[src/rtl/matrix_operand_loader.sv]
// matrix_operand_loader: assembles a serial element stream into packed
// operand words A and B for the 2x2 matrix unit, presented through a
// registered valid/ready handshake.
// Optional checksum element per frame: define MATRIX_LOADER_CHECKSUM_EN.
module matrix_operand_loader #(
   parameter int unsigned ELEM_W = 8,
   parameter int unsigned ELEMS  = 4
) (
   input  logic                     clk,
   input  logic                     rst,
   input  logic [ELEM_W-1:0]        in_data,
   input  logic                     in_valid,
   output logic                     in_ready,
   output logic [ELEM_W*ELEMS-1:0]  a_out,
   output logic [ELEM_W*ELEMS-1:0]  b_out,
   output logic                     out_valid,
   input  logic                     out_ready,
   output logic                     busy,
   output logic                     err
);

   localparam int unsigned MAT_W = ELEM_W * ELEMS;
   localparam int unsigned IDX_W = (ELEMS > 1) ? $clog2(ELEMS) : 1;
   localparam logic [IDX_W-1:0] IDX_LAST = IDX_W'(ELEMS - 1);

   typedef enum logic [1:0] {
      LOAD_A  = 2'd0,
      LOAD_B  = 2'd1,
      CHECK   = 2'd2,
      PRESENT = 2'd3
   } state_t;

   state_t             r_state;
   state_t             w_state_nxt;
   logic [IDX_W-1:0]   r_idx;
   logic [IDX_W-1:0]   w_idx_nxt;
   logic [MAT_W-1:0]   r_stage_a;
   logic [MAT_W-1:0]   w_stage_a_nxt;
   logic [MAT_W-1:0]   r_stage_b;
   logic [MAT_W-1:0]   w_stage_b_nxt;
   logic [MAT_W-1:0]   r_a_out;
   logic [MAT_W-1:0]   r_b_out;
   logic               w_load_out;
   logic               r_in_ready;
   logic               r_out_valid;
   logic               r_busy;
   logic               r_err;
   logic               w_err_nxt;
   logic               w_accept;
   logic [ELEM_W-1:0]  r_csum;
   logic [ELEM_W-1:0]  w_csum_nxt;

   assign w_accept  = in_valid && r_in_ready;
   assign in_ready  = r_in_ready;
   assign a_out     = r_a_out;
   assign b_out     = r_b_out;
   assign out_valid = r_out_valid;
   assign busy      = r_busy;
   assign err       = r_err;

   // Next-state, staging-slice writes and checksum accumulation
   always_comb begin
      w_state_nxt   = r_state;
      w_idx_nxt     = r_idx;
      w_stage_a_nxt = r_stage_a;
      w_stage_b_nxt = r_stage_b;
      w_load_out    = 1'b0;
      w_err_nxt     = 1'b0;
      w_csum_nxt    = r_csum;

      case (r_state)
         LOAD_A: begin
            if (w_accept) begin
               // First element of a matrix goes to the MSB slice
               for (int unsigned k = 0; k < ELEMS; k++) begin
                  if (r_idx == IDX_W'(k)) begin
                     w_stage_a_nxt[(ELEMS-1-k)*ELEM_W +: ELEM_W] = in_data;
                  end
               end
               w_csum_nxt = r_csum ^ in_data;
               if (r_idx == IDX_LAST) begin
                  w_idx_nxt   = '0;
                  w_state_nxt = LOAD_B;
               end else begin
                  w_idx_nxt = r_idx + IDX_W'(1);
               end
            end
         end

         LOAD_B: begin
            if (w_accept) begin
               for (int unsigned k = 0; k < ELEMS; k++) begin
                  if (r_idx == IDX_W'(k)) begin
                     w_stage_b_nxt[(ELEMS-1-k)*ELEM_W +: ELEM_W] = in_data;
                  end
               end
               w_csum_nxt = r_csum ^ in_data;
               if (r_idx == IDX_LAST) begin
                  w_idx_nxt = '0;
`ifdef MATRIX_LOADER_CHECKSUM_EN
                  w_state_nxt = CHECK;
`else
                  w_state_nxt = PRESENT;
                  w_load_out  = 1'b1;
`endif
               end else begin
                  w_idx_nxt = r_idx + IDX_W'(1);
               end
            end
         end

`ifdef MATRIX_LOADER_CHECKSUM_EN
         CHECK: begin
            if (w_accept) begin
               w_csum_nxt = '0;
               if (in_data == r_csum) begin
                  w_state_nxt = PRESENT;
                  w_load_out  = 1'b1;
               end else begin
                  // Bad checksum: drop the frame, outputs untouched
                  w_state_nxt = LOAD_A;
                  w_err_nxt   = 1'b1;
               end
            end
         end
`endif

         PRESENT: begin
            if (r_out_valid && out_ready) begin
               w_state_nxt = LOAD_A;
            end
         end

         default: begin
            w_state_nxt = LOAD_A;
            w_idx_nxt   = '0;
         end
      endcase
   end

   // State, staging and registered outputs; synchronous active-low reset
   always_ff @(posedge clk) begin
      if (!rst) begin
         r_state     <= LOAD_A;
         r_idx       <= '0;
         r_stage_a   <= '0;
         r_stage_b   <= '0;
         r_a_out     <= '0;
         r_b_out     <= '0;
         r_in_ready  <= 1'b0;
         r_out_valid <= 1'b0;
         r_busy      <= 1'b0;
         r_err       <= 1'b0;
         r_csum      <= '0;
      end else begin
         r_state     <= w_state_nxt;
         r_idx       <= w_idx_nxt;
         r_stage_a   <= w_stage_a_nxt;
         r_stage_b   <= w_stage_b_nxt;
         if (w_load_out) begin
            r_a_out <= w_stage_a_nxt;
            r_b_out <= w_stage_b_nxt;
         end
         r_in_ready  <= (w_state_nxt != PRESENT);
         r_out_valid <= (w_state_nxt == PRESENT);
         r_busy      <= ((w_state_nxt == LOAD_A) && (w_idx_nxt != '0)) ||
                        (w_state_nxt == LOAD_B) || (w_state_nxt == CHECK);
         r_err       <= w_err_nxt;
         r_csum      <= w_csum_nxt;
      end
   end

endmodule

[config.mk]
export PLATFORM = sky130hd
export DESIGN_NAME = matrix_operand_loader
export DESIGN_NICKNAME = d
export VERILOG_FILES = /design/src/rtl/matrix_operand_loader.sv
export SDC_FILE = /design/constraint.sdc
export NUM_CORES = 1
export LEC_CHECK = 0
export BUFFER_PORTS_ARGS = -buffer_cell sky130_fd_sc_hd__buf_2
export CORE_ASPECT_RATIO = 0.7
export CORE_MARGIN = 8
export CORE_UTILIZATION = 49
export DETAILED_ROUTE_END_ITERATION = 8
export HOLD_SLACK_MARGIN = 0.1
export PLACE_DENSITY_LB_ADDON = 0.3
export SLEW_MARGIN = 0
export SYNTH_ARGS = -nofsm -noshare
export SYNTH_HDL_FRONTEND = slang
export SYNTH_SLANG_ARGS = --single-unit
[constraint.sdc]
create_clock -name clk -period 3.1 [get_ports clk]
set_clock_uncertainty 0.05 [all_clocks]
set_input_delay 0.62 -clock clk [delete_from_list [all_inputs] [get_ports clk]]
set_output_delay 0.62 -clock clk [all_outputs]
set_load 0.005 [all_outputs]
Word level (Yosys, flattened, before mapping). Cells that the tools add are included.

Add/subtract/negate cells: 1. Multiply operators: 0. Div/mod/pow operators: 0. $lt $le $gt $ge: 0. Eq/ne operators: 9. Shifts and indexed selects: 0. Mux-type cells: 24. Bitwise logic cells: 0. Reductions and logical operators: 10.

Operator list (number): 2-to-1 mux 32 bit (4); 2-to-1 mux 8 bit (8); 2-to-1 mux 2 bit (7); equality test 2 bit (second input constant) (5); equality test 2 x 1 -> 1 bit (second input constant) (3); logical NOT 2 bit (3); one-hot mux 2 bit (3 select lines) (1); one-hot mux 2 bit (2 select lines) (1); logical AND 1 bit (3); 2-to-1 mux 1 bit (3); adder 2 x 1 -> 2 bit (second input constant) (1); logical OR 1 bit (2); inequality test 2 bit (second input constant) (1); nonzero test 2 bit (1); OR reduction 2 bit (1).

Flip-flop bits (word level): 135. Bits in latches: 0. Memory bits (writable): 0. Bits in read-only memories: 0. Input bits: 12. Output and inout port bits: 68. Word-level logic and storage cells: 53. Memories: 0.

Depth between registers and ports, before layout. Gate-level depths: netlist of the first run.

Word-level depth: 8. Depth in mapped cells: 8.

Worst setup path after synthesis of the first run. Ideal clock, no wire load.

Kind: input port to flip-flop. Start: input in_valid. End: register r_b_out[25], in the netlist b_out[25]. Setup time: 0.116 ns. Data arrival time: 1.515 ns. Slack: 1.418 ns. Stages on the path: 6. Cells stage by stage: and4b_1 and2_1 buf_4 buf_6 buf_6 o211a_1.

Longest elaborated chain between the ends: 3.

Ends and longest elaborated chain: from (decl) (RTL line 12) `input logic in_valid,`; logical AND 1 bit (*) (RTL line 53) `assign w_accept = in_valid && r_in_ready;`; 2-to-1 mux 32 bit / 2-to-1 mux 1 bit (equally long branches) (RTL line 91) `if (w_accept) begin`; 2-to-1 mux 32 bit / 2-to-1 mux 1 bit (equally long branches) (RTL line 71) `case (r_state)`; to (signal assigned) (RTL line 162) `r_b_out <= w_stage_b_nxt;`; to (decl) (RTL line 42) `logic [MAT_W-1:0] r_b_out;`.

Mark *: on every way between the ends. The rest lies on a longest branch, timed or not. A chain may end at the register's enable or synchronous reset.

Final worst setup path of the first run.
Start: register r_idx[0]. End: register r_b_out[6], in the netlist b_out[6].

Longest elaborated chain between the ends: 4.

Ends and longest elaborated chain: from (decl) (RTL line 35) `logic [IDX_W-1:0] r_idx;`; from (signal assigned) (RTL line 157) `r_idx <= w_idx_nxt;`; equality test 2 bit (*) (RTL line 93, 98); 2-to-1 mux 8 bit / 2-to-1 mux 1 bit (equally long branches) (RTL line 93, 98); 2-to-1 mux 32 bit / 2-to-1 mux 1 bit (equally long branches) (RTL line 91); 2-to-1 mux 32 bit / 2-to-1 mux 1 bit (equally long branches) (RTL line 71).

Marks and branches as above.

==> results of run 1 <==
per-layer routing:
metal / wire (um) / global-route usage, % / up-vias
li1: - / - / 1915
met1: 5310 / 21.9 / 1836
met2: 4970 / 24.9 / 90
met3: 909 / 6.05 / 11
met4: 95 / 7.16 / 0
met5: 0 / 0 / -
flip-flops by register name, summed over array words and instances, names as in the netlist:
signal     flops
r_idx          2
out_valid      1
r_stage_b     24
r_stage_a     32
in_ready       1
a_out         32
r_state        2
busy           1
b_out         32
cells in the mapped netlist:
library cell / n
nand4b_1: 1
conb_1: 1
nor2b_1: 26
ha_1: 4
o21ai_0: 27
and2_1: 4
nand2_1: 95
inv_1: 2
mux2i_1: 50
and4b_1: 1
nor2_1: 1
buf_2: 9
buf_4: 9
and4bb_2: 1
nand2_4: 1
a31oi_4: 1
a21o_1: 1
nand2_2: 3
a21boi_0: 49
buf_6: 7
nand3_1: 35
a21oi_1: 26
dfxtp_1: 127
clkbuf_1: 26
o211a_1: 25
power groups by stage:
stage	clock [mW]	combinational, mW	sequential, mW
finish	2.20	0.157	1.65
global route	2.30	0.171	1.65
CTS	2.22	0.157	1.65
detailed placement	0	0.156	1.69
global placement	0	0.154	1.69
floorplan	0	0.117	1.68
cells by family (layout without fill, tap and decap cells):
group	Yosys count	count (layout)	share of synthesized area, %
other	1	1	0.0737
AO/OA/AOI/OAI	129	129	17.9
buffers and inverters	53	118	5.83
AND/OR/NAND/NOR	168	168	15.4
multiplexers	50	50	9.83
adder cells (fa/ha/maj)	4	4	0.983
flip-flops	127	127	50.0
worst min-delay path, delay by kind of cell (launching register included):
kind / cells / cell delay [ns]
flip-flops: 1 / 0.30
AO/OA/AOI/OAI: 1 / 0.06
AND/OR/NAND/NOR: 1 / 0.05
worst max-delay path by stage:
stage / startpoint / end / cells past startpoint
3_5_place_dp: r_idx[0] / b_out[5] / 5
3_3_place_gp: in_valid / b_out[7] / 6
4_1_cts: r_idx[0] / b_out[5] / 5
6_report: r_idx[0] / b_out[6] / 5
2_1_floorplan: in_valid / b_out[25] / 6
5_1_grt: r_idx[0] / b_out[6] / 5
final cells by class:
| class | count | area [sq um] | share of cell area [%] |
|---|---|---|---|
| tap | 132 | 165 | 2.72 |
| multi-input combinational | 352 | 2250 | 37.1 |
| sequential | 127 | 2540 | 41.8 |
| clock inverter | 13 | 210 | 3.46 |
| inverter | 2 | 7.51 | 0.123 |
| clock buffer | 19 | 453 | 7.45 |
| timing repair buffer | 84 | 448 | 7.37 |
placed cells by master, fill, tap and decap left out, drive strengths merged:
cell type,instances
a21boi,49
a21o,1
a21oi,26
a31oi,1
and2,4
and4b,1
and4bb,1
buf,84
bufinv,5
clkbuf,19
clkinv,5
clkinvlp,2
conb,1
dfxtp,127
ha,4
inv,3
mux2i,50
nand2,99
nand3,35
nand4b,1
nor2,1
nor2b,26
o211a,25
o21ai,27
stage by stage:
stage / cells / cell area, sq um / hold slack (ns)
after floorplan: 532 / 5090 / 0.391
after global placement: 697 / 5420 / 0.399
after detailed placement: 697 / 5420 / 0.406
after CTS: 729 / 6080 / 0.414
after global routing: 729 / 6080 / 0.435
final: 729 / 6080 / 0.410
==> summary.md, run 1 <==
| Metric | Value |
|---|---|
| Nets | 600 |
| Critical path's top delay family | simple AND/OR/NAND/NOR gates |
| Worst-margin pin slew | 0.838 ns |
| Reg2reg start | r_idx[0] |
| Num ports | 80 |
| Final core utilization | 59.4% |
| Final setup vio count | 0 |
| Crit-path cells | ha_1 -> and2_4 -> buf_12 -> nand2_1 -> a21boi_0 |
| Post_cts resized | 0 |
| Aggregate global-route resource usage | 16.9% |
| Relative slew slack | 44.2% |
| Number of remaining DRC errors | 0 |
| Sequential share of power | 41.2% |
| DRT Pass-1 Iters | 5 |
| Hold path endpoint | a_out[3] |
| Post-Syn Nets | 548 |
| Largest net degree at the start of global routing | 74 |
| P_int | 3.18 mW |
| HP Start | a_out[3] |
| Initial Utilization | 49.7% |
| CP max-delay cell | and2_4 |
| Gr ovfl total | 0 |
| N_diodes | 0 |
| RSZ-0062 raised after global routing | false |
| DP HPWL | 7230 um |
| Yosys warnings | 0 |
| Later-pin clock latency in the skew report | 0.41 ns |
| CP bufs+invs | 1 |
| Slew Limit Fails | 0 |
| Antenna violations before repair | 0 |
| Setup slack, reg-to-reg | 0.83 ns |
| CTS sink cnt | 127 |
| Final estimated routing congestion in global placement | 0.801 |
| Seq/Total Area, Yosys | 50.0% |
| Fmax | 440 MHz |
| Fillers | 914 |
| CP required | 3.38 ns |
| Final total power | 4.01 mW |
| Critical Path AT | 2.55 ns |
| DRT iter0 DRCs | 282 |
| Sw power | 830 uW |
| Max_cap viols | 0 |
| Final Routed Wirelength | 11300 um |
| CP Capture Type | register |
| Via/cell ratio | 5.28 |
| Worst Setup Slack, final | 0.827 ns |
| Final Hold Fails | 0 |
| Clock power frac | 54.9% |
| Power Dens Cells | 659 mW/mm^2 |
| Synth area leaders | dfxtp_1 (50%), mux2i_1 (9.8%), a21boi_0 (7.2%) |
| Antenna Violating Nets Remaining | 0 |
| Cells after Synth | 532 |
| TritonCTS clock tree | done |
| Crit-path max FO | 64 |
| Layout cells sized above 1 | 20.6% |
| I/O Buffers | 78 |
| Sum Neg Setup Slack | 0 ns |
| Crit path time final | 2.27 ns |
| Reg clk slew, reported paths | 0.06 ns |
| Via count | 3852 |
| WL/cell | 15.5 um |
| Die Wd | 138 um |
| Yosys top cell by area | dfxtp_1 |
| CORE AREA | 0.0102 sq mm |
| Pre-CTS WS | 0.848 ns |
| Number of global-route vias before repair | 3697 |
| Max incr delay on CP | 0.58 ns |
| Worst vdd ir | 0.000424 V |
| Num CTS Buffers | 17 |
| Comb pwr share | 3.9% |
| Root Buffer | clkbuf_16 |
| Hold path cells | 2 |
| Clock tree buffer depth | 2 |
| FF-to-FF End | b_out[6] |
| Synth Register Bits | 127 |
| Hold-fix buffers, CTS | 0 |
| P&R area growth vs syn | 19.4% |
| First-pass GRT wire length | 18500 um |
| Post-synthesis cell type count | 25 |
| Setup repair bufs after CTS | 0 |
| Startpoint types | register |
| Hold Path Class | reg2reg |
| Mapped cell area | 0.00509 sq mm |
| Leak pwr | 2.85 nW |
| Core Rows | 31 |
| Synth top area share | 50.0% |
| Outcome | finished clean |
| Kind of critical path | reg2reg |
| Die area | 0.0140 sq mm |
| Syn avg cell area | 9.57 sq um |
| H-tree levels | 4 |
| Cells on worst reg2reg path | 5 |
| Sw Ratio | 20.7% |
| Die Y | 101 um |
| Final Cycle Share | 73.3% |
Note: power is estimated with default switching activity, not from simulation.
==> run 2: changes to the inputs <==
==> constraint.sdc (replaced) <==
create_clock -name clk -period 2.2 [get_ports clk]
set_clock_uncertainty 0.05 [all_clocks]
set_input_delay 0.44 -clock clk [delete_from_list [all_inputs] [get_ports clk]]
set_output_delay 0.44 -clock clk [all_outputs]
set_load 0.005 [all_outputs]
==> run 2 against run 1 <==
  * Clock-buffer cell count increased by 7
  * Utilization decreased by 0.28 points
  * Sequential share of layout area increased by 0.20 points
  * Combinational power up 42%
  * Global-route usage grew 0.42 points
  * Fmax grew 16%
  * Design area shrank 0.47%
  * Clock power increased by 28%
  * Power increased by 34%
==> summary.md, run 2 (synthesis results as in run 1) <==
| Metric | Value |
|---|---|
| Final Cycle Share | 88.8% (+15 points) |
| Relative slew slack | 64.3% (+20 points) |
| Hold-fix buffers, CTS | 0 (unchanged) |
| Commonest cells after routing, fill and taps aside | dfxtp_1 (127), nand2_1 (95), buf_2 (78) |
| Critical Path AT | 2.19 ns (-0.36 ns) |
| Crit path time final | 1.95 ns (-0.319 ns) |
| Outcome | finished clean |
| N_diodes | 0 (unchanged) |
| Pre-CTS WS | 0.227 ns (-0.621 ns) |
| Area after DPL | 0.00546 sq mm (+0.74%) |
| Fmax | 512 MHz (+16%) |
| Final instance area | 0.00605 sq mm (-0.47%) |
| Die Y | 101 um (unchanged) |
| Gr ovfl total | 0 (unchanged) |
| Setup repair bufs after CTS | 0 (unchanged) |
| Via/cell ratio | 5.21 (-1.3%) |
| Post_cts resized | 0 (unchanged) |
| Max_cap viols | 0 (unchanged) |
| Antenna Violating Nets Remaining | 0 (unchanged) |
| Worst Setup Slack, final | 0.246 ns (-0.581 ns) |
| Worst vdd ir | 0.000534 V (+26%) |
| Sw Ratio | 20.4% (-0.37 points) |
| Most common cell after layout, fill and taps aside | dfxtp_1 |
| P&R area growth vs syn | 18.9% |
| Worst-margin pin slew | 0.534 ns (-0.304 ns) |
| CORE AREA | 0.0102 sq mm (unchanged) |
| Num ports | 80 (unchanged) |
| Final Routed Wirelength | 11400 um (+1.3%) |
| Layout cells sized above 1 | 19.9% (-0.74 points) |
| Comb pwr share | 4.2% (+0.3 points) |
| Max incr delay on CP | 0.48 ns (-0.10 ns) |
| Final estimated routing congestion in global placement | 0.789 (-1.5%) |
| Initial Utilization | 49.7% (unchanged) |
| Sum Neg Setup Slack | 0 ns (unchanged) |
| I/O Buffers | 78 (unchanged) |
| Antenna violations before repair | 0 (unchanged) |
| Via count | 3811 (-1.1%) |
| Kind of critical path | reg2reg |
| First-pass GRT wire length | 19000 um (+2.6%) |
| Crit-path cells | and4b_1 -> buf_4 -> nand2_1 -> nand2_1 -> a21boi_0 |
| Core Rows | 31 (unchanged) |
| TritonCTS clock tree | done |
| DP HPWL | 7170 um (-0.79%) |
| Root Buffer | clkbuf_16 |
| DRT iter0 DRCs | 305 (+8.2%) |
| Final setup vio count | 0 (unchanged) |
| Clock tree buffer depth | 2 (unchanged) |
| Later-pin clock latency in the skew report | 0.41 ns (about the same) |
| DRT Pass-1 Iters | 4 (-1) |
| Sw power | 1.09 mW (+32%) |
| CP bufs+invs | 1 (unchanged) |
| CP max-delay cell | dfxtp_1 |
| Reg clk slew, reported paths | 0.05 ns (about the same) |
| Number of global-route vias before repair | 3807 (+3.0%) |
| WL/cell | 15.6 um (+1.1%) |
| Final Hold Fails | 0 (unchanged) |
| Clock power frac | 52.4% (-2.5 points) |
| Number of remaining DRC errors | 0 (unchanged) |
| Sequential share of power | 43.4% (+2.2 points) |
| RSZ-0062 raised after global routing | false |
| Largest net degree at the start of global routing | 128 (+73%) |
| Die area | 0.0140 sq mm (unchanged) |
| Power Dens Cells | 886 mW/mm^2 (+35%) |
| Num CTS Buffers | 17 (unchanged) |
| Leak pwr | 2.84 nW (-0.30%) |
| Slew Limit Fails | 0 (unchanged) |
| P_int | 4.27 mW (+35%) |
| H-tree levels | 4 (unchanged) |
| CP required | 2.44 ns (-0.94 ns) |
| Aggregate global-route resource usage | 17.3% (+0.42 points) |
| CP Capture Type | register |
| Most used cell, CP | nand2_1 |
| Die Wd | 138 um (unchanged) |
| CTS sink cnt | 127 (unchanged) |
| Critical path's top delay family | simple AND/OR/NAND/NOR gates |
| Final core utilization | 59.1% (-0.28 points) |
| Crit-path max FO | 28 (-56%) |
| Nets | 602 (+0.33%) |
| Hold Path Class | in2reg |
| Startpoint types | register |
==> run 2: metal layers <==
layer  routed length [um]  global-route usage [%]  vias up
met3                  802                    5.85       12
met4                  117                    6.83        0
met5                    0                       0        -
li1                     -                       -     1926
met2                 5050                    25.5       94
met1                 5460                    22.8     1779
==> run 2: worst paths after layout <==
kind | cells past startpoint | end | start | slack, ns
worst min-delay path | 4 | r_state[0] | out_ready | 0.34
worst max register to register | 5 | b_out[3] | r_state[0] | 0.25
worst min register to register | 2 | a_out[3] | a_out[3] | 0.41
worst max-delay path | 5 | b_out[3] | r_state[0] | 0.25
==> run 2: final cells by class <==
class,count,area (sq um)
clock buffer,26,489
clock inverter,6,105
fill,894,4190
inverter,2,7.51
multi-input combinational,352,2250
sequential,127,2540
tap,132,165
timing repair buffer,86,488
==> run 2: tightest hold or removal path, stage by stage <==
cell and delay (ns):
buf_2 0.10, nand3_1 0.07, nand2_1 0.06, a21boi_0 0.07
==> run 2: power groups by stage <==
stage | combinational (mW) | clock [mW] | sequential, mW
2_1_floorplan | 0.165 | 0 | 2.37
3_3_place_gp | 0.221 | 0 | 2.38
3_5_place_dp | 0.222 | 0 | 2.38
4_1_cts | 0.224 | 2.85 | 2.33
5_1_grt | 0.242 | 2.96 | 2.33
6_report | 0.223 | 2.81 | 2.33
==> run 2: metrics by stage <==
| step | instances | total power [mW] | hold WS (ns) |
|---|---|---|---|
| after floorplan | 532 | 2.54 | 0.391 |
| after global routing | 731 | 5.54 | 0.341 |
| final | 731 | 5.36 | 0.342 |
| after global placement | 699 | 2.60 | 0.399 |
| after CTS | 731 | 5.40 | 0.332 |
| after detailed placement | 699 | 2.60 | 0.408 |
==> run 3: changes to the inputs <==
--- a/config.mk
+++ b/config.mk
@@ -6,9 +6,11 @@
 export NUM_CORES = 1
 export LEC_CHECK = 0
 export BUFFER_PORTS_ARGS = -buffer_cell sky130_fd_sc_hd__buf_2
+export CELL_PAD_IN_SITES_DETAIL_PLACEMENT = 2
+export CELL_PAD_IN_SITES_GLOBAL_PLACEMENT = 2
 export CORE_ASPECT_RATIO = 0.7
 export CORE_MARGIN = 8
-export CORE_UTILIZATION = 49
+export CORE_UTILIZATION = 35
 export DETAILED_ROUTE_END_ITERATION = 8
 export HOLD_SLACK_MARGIN = 0.1
 export PLACE_DENSITY_LB_ADDON = 0.3
==> run 3 against run 2 <==
  * Power up 2.4%
  * Clock-buffer cell count fell by 9
  * Critical path depth did not move
  * Design area up 2.1%
  * Highest routed layer unchanged
==> summary.md, run 3 (synthesis results as in run 1) <==
| Metric | Value |
|---|---|
| Crit-path max FO | 55 (+96%) |
| Crit path time final | 1.87 ns (-0.0853 ns) |
| CP required | 2.49 ns (+0.05 ns) |
| Final estimated routing congestion in global placement | 0.760 (-3.6%) |
| Setup repair bufs after CTS | 0 (unchanged) |
| Worst vdd ir | 0.000475 V (-11%) |
| RSZ-0062 raised after global routing | false |
| Via count | 4017 (+5.4%) |
| Gr ovfl total | 0 (unchanged) |
| Die Wd | 160 um (+16%) |
| Antenna violations before repair | 0 (unchanged) |
| Crit-path cells | and4b_1 -> and2_4 -> buf_12 -> o21ai_0 -> a21oi_1 |
| Max incr delay on CP | 0.52 ns (+0.04 ns) |
| Initial Utilization | 35.2% (-14 points) |
| CP max-delay cell | dfxtp_1 |
| Slew Limit Fails | 0 (unchanged) |
| Die Y | 117 um (+15%) |
| P&R area growth vs syn | 21.3% |
| Outcome | finished clean |
| Clock tree buffer depth | 2 (unchanged) |
| Max_cap viols | 0 (unchanged) |
| Hold-fix buffers, CTS | 0 (unchanged) |
| Reg clk slew, reported paths | 0.06 ns (about the same) |
| Fmax | 535 MHz (+4.6%) |
| Post_cts resized | 0 (unchanged) |
| TritonCTS clock tree | done |
| Largest net degree at the start of global routing | 63 (-51%) |
| Final total power | 5.49 mW (+2.4%) |
| DP HPWL | 9300 um (+30%) |
| Num ports | 80 (unchanged) |
| Final core utilization | 42.8% (-16 points) |
| Nets | 604 (+0.33%) |
| Root Buffer | clkbuf_16 |
| DRT Pass-1 Iters | 6 (+2) |
| N_diodes | 0 (unchanged) |
| Final Routed Wirelength | 15000 um (+31%) |
| CTS sink cnt | 127 (unchanged) |
| WL/cell | 18.8 um (+20%) |
| Startpoint types | register |
| Later-pin clock latency in the skew report | 0.41 ns (about the same) |
| CP Capture Type | register |
| Final Hold Fails | 0 (unchanged) |
| Number of remaining DRC errors | 0 (unchanged) |
| Power Dens Cells | 889 mW/mm^2 (+0.34%) |
| First-pass GRT wire length | 24200 um (+28%) |
| Num CTS Buffers | 17 (unchanged) |
| Most common cell after layout, fill and taps aside | dfxtp_1 |
| Critical Path AT | 2.16 ns (-0.03 ns) |
| Antenna Violating Nets Remaining | 0 (unchanged) |
| Final setup vio count | 0 (unchanged) |
| Number of global-route vias before repair | 4436 (+17%) |
| Setup slack, reg-to-reg | 0.33 ns (+0.09 ns) |
| Hold Path Class | in2reg |
| Aggregate global-route resource usage | 16.5% (-0.79 points) |
| Die area | 0.0187 sq mm (+34%) |
| Kind of critical path | reg2reg |
| H-tree levels | 4 (unchanged) |
| Leak pwr | 2.85 nW (+0.63%) |
| Via/cell ratio | 5.05 (-3.2%) |
| Core Rows | 37 (+19%) |
| I/O Buffers | 78 (unchanged) |
| CORE AREA | 0.0144 sq mm (+41%) |
| DRT iter0 DRCs | 219 (-28%) |
| Layout cells sized above 1 | 21.3% (+1.4 points) |
| CP bufs+invs | 1 (unchanged) |
| Commonest cells after routing, fill and taps aside | dfxtp_1 (127), nand2_1 (94), buf_2 (78) |
| Final Cycle Share | 84.9% (-3.9 points) |
| Critical path's top delay family | simple AND/OR/NAND/NOR gates |
| Sum Neg Setup Slack | 0 ns (unchanged) |
==> run 3: worst paths after layout <==
check,startpoint,endpoint,cells past startpoint
max,r_state[0],a_out[16],5
min,out_ready,r_state[0],4
max reg2reg,r_state[0],a_out[16],5
min reg2reg,b_out[5],b_out[5],2
==> run 3: cell type report <==
| cell class | instances | area, sq um |
|---|---|---|
| fillers | 1570 | 8270 |
| multi-input cells | 352 | 2260 |
| clock inverters | 15 | 185 |
| well taps | 195 | 244 |
| repair buffers | 88 | 515 |
| inverters | 2 | 7.51 |
| flip-flops and latches | 127 | 2540 |
| clock buffers | 17 | 425 |
==> run 3: stage by stage <==
step,std cells,setup slack (ns),hold WS (ns),instance area (sq um)
5_1_grt,796,0.185,0.389,6180
2_1_floorplan,532,0.531,0.391,5090
6_report,796,0.332,0.382,6180
3_3_place_gp,764,0.298,0.400,5560
4_1_cts,796,0.175,0.374,6170
3_5_place_dp,764,0.177,0.414,5560
==> run 3: routing by layer <==
metal | GRT usage [%] | part of all wire (%)
met1 | 20.5 | 48
met2 | 27.7 | 48
met3 | 4.40 | 3.4
met4 | 5.65 | 1.1
met5 | 0 | 0
==> run 3: power breakdown <==
group / internal [mW] / total, mW / switching (mW)
Combinational: 0.0886 / 0.244 / 0.156
Sequential: 2.32 / 2.33 / 0.0111
Clock: 1.80 / 2.92 / 1.12
==> run 3: worst reg2reg max path, stage by stage, from the launching register on <==
cell	delay, ns
dfxtp_1	0.52
and4b_1	0.27
and2_4	0.35
buf_12	0.28
o21ai_0	0.16
a21oi_1	0.17
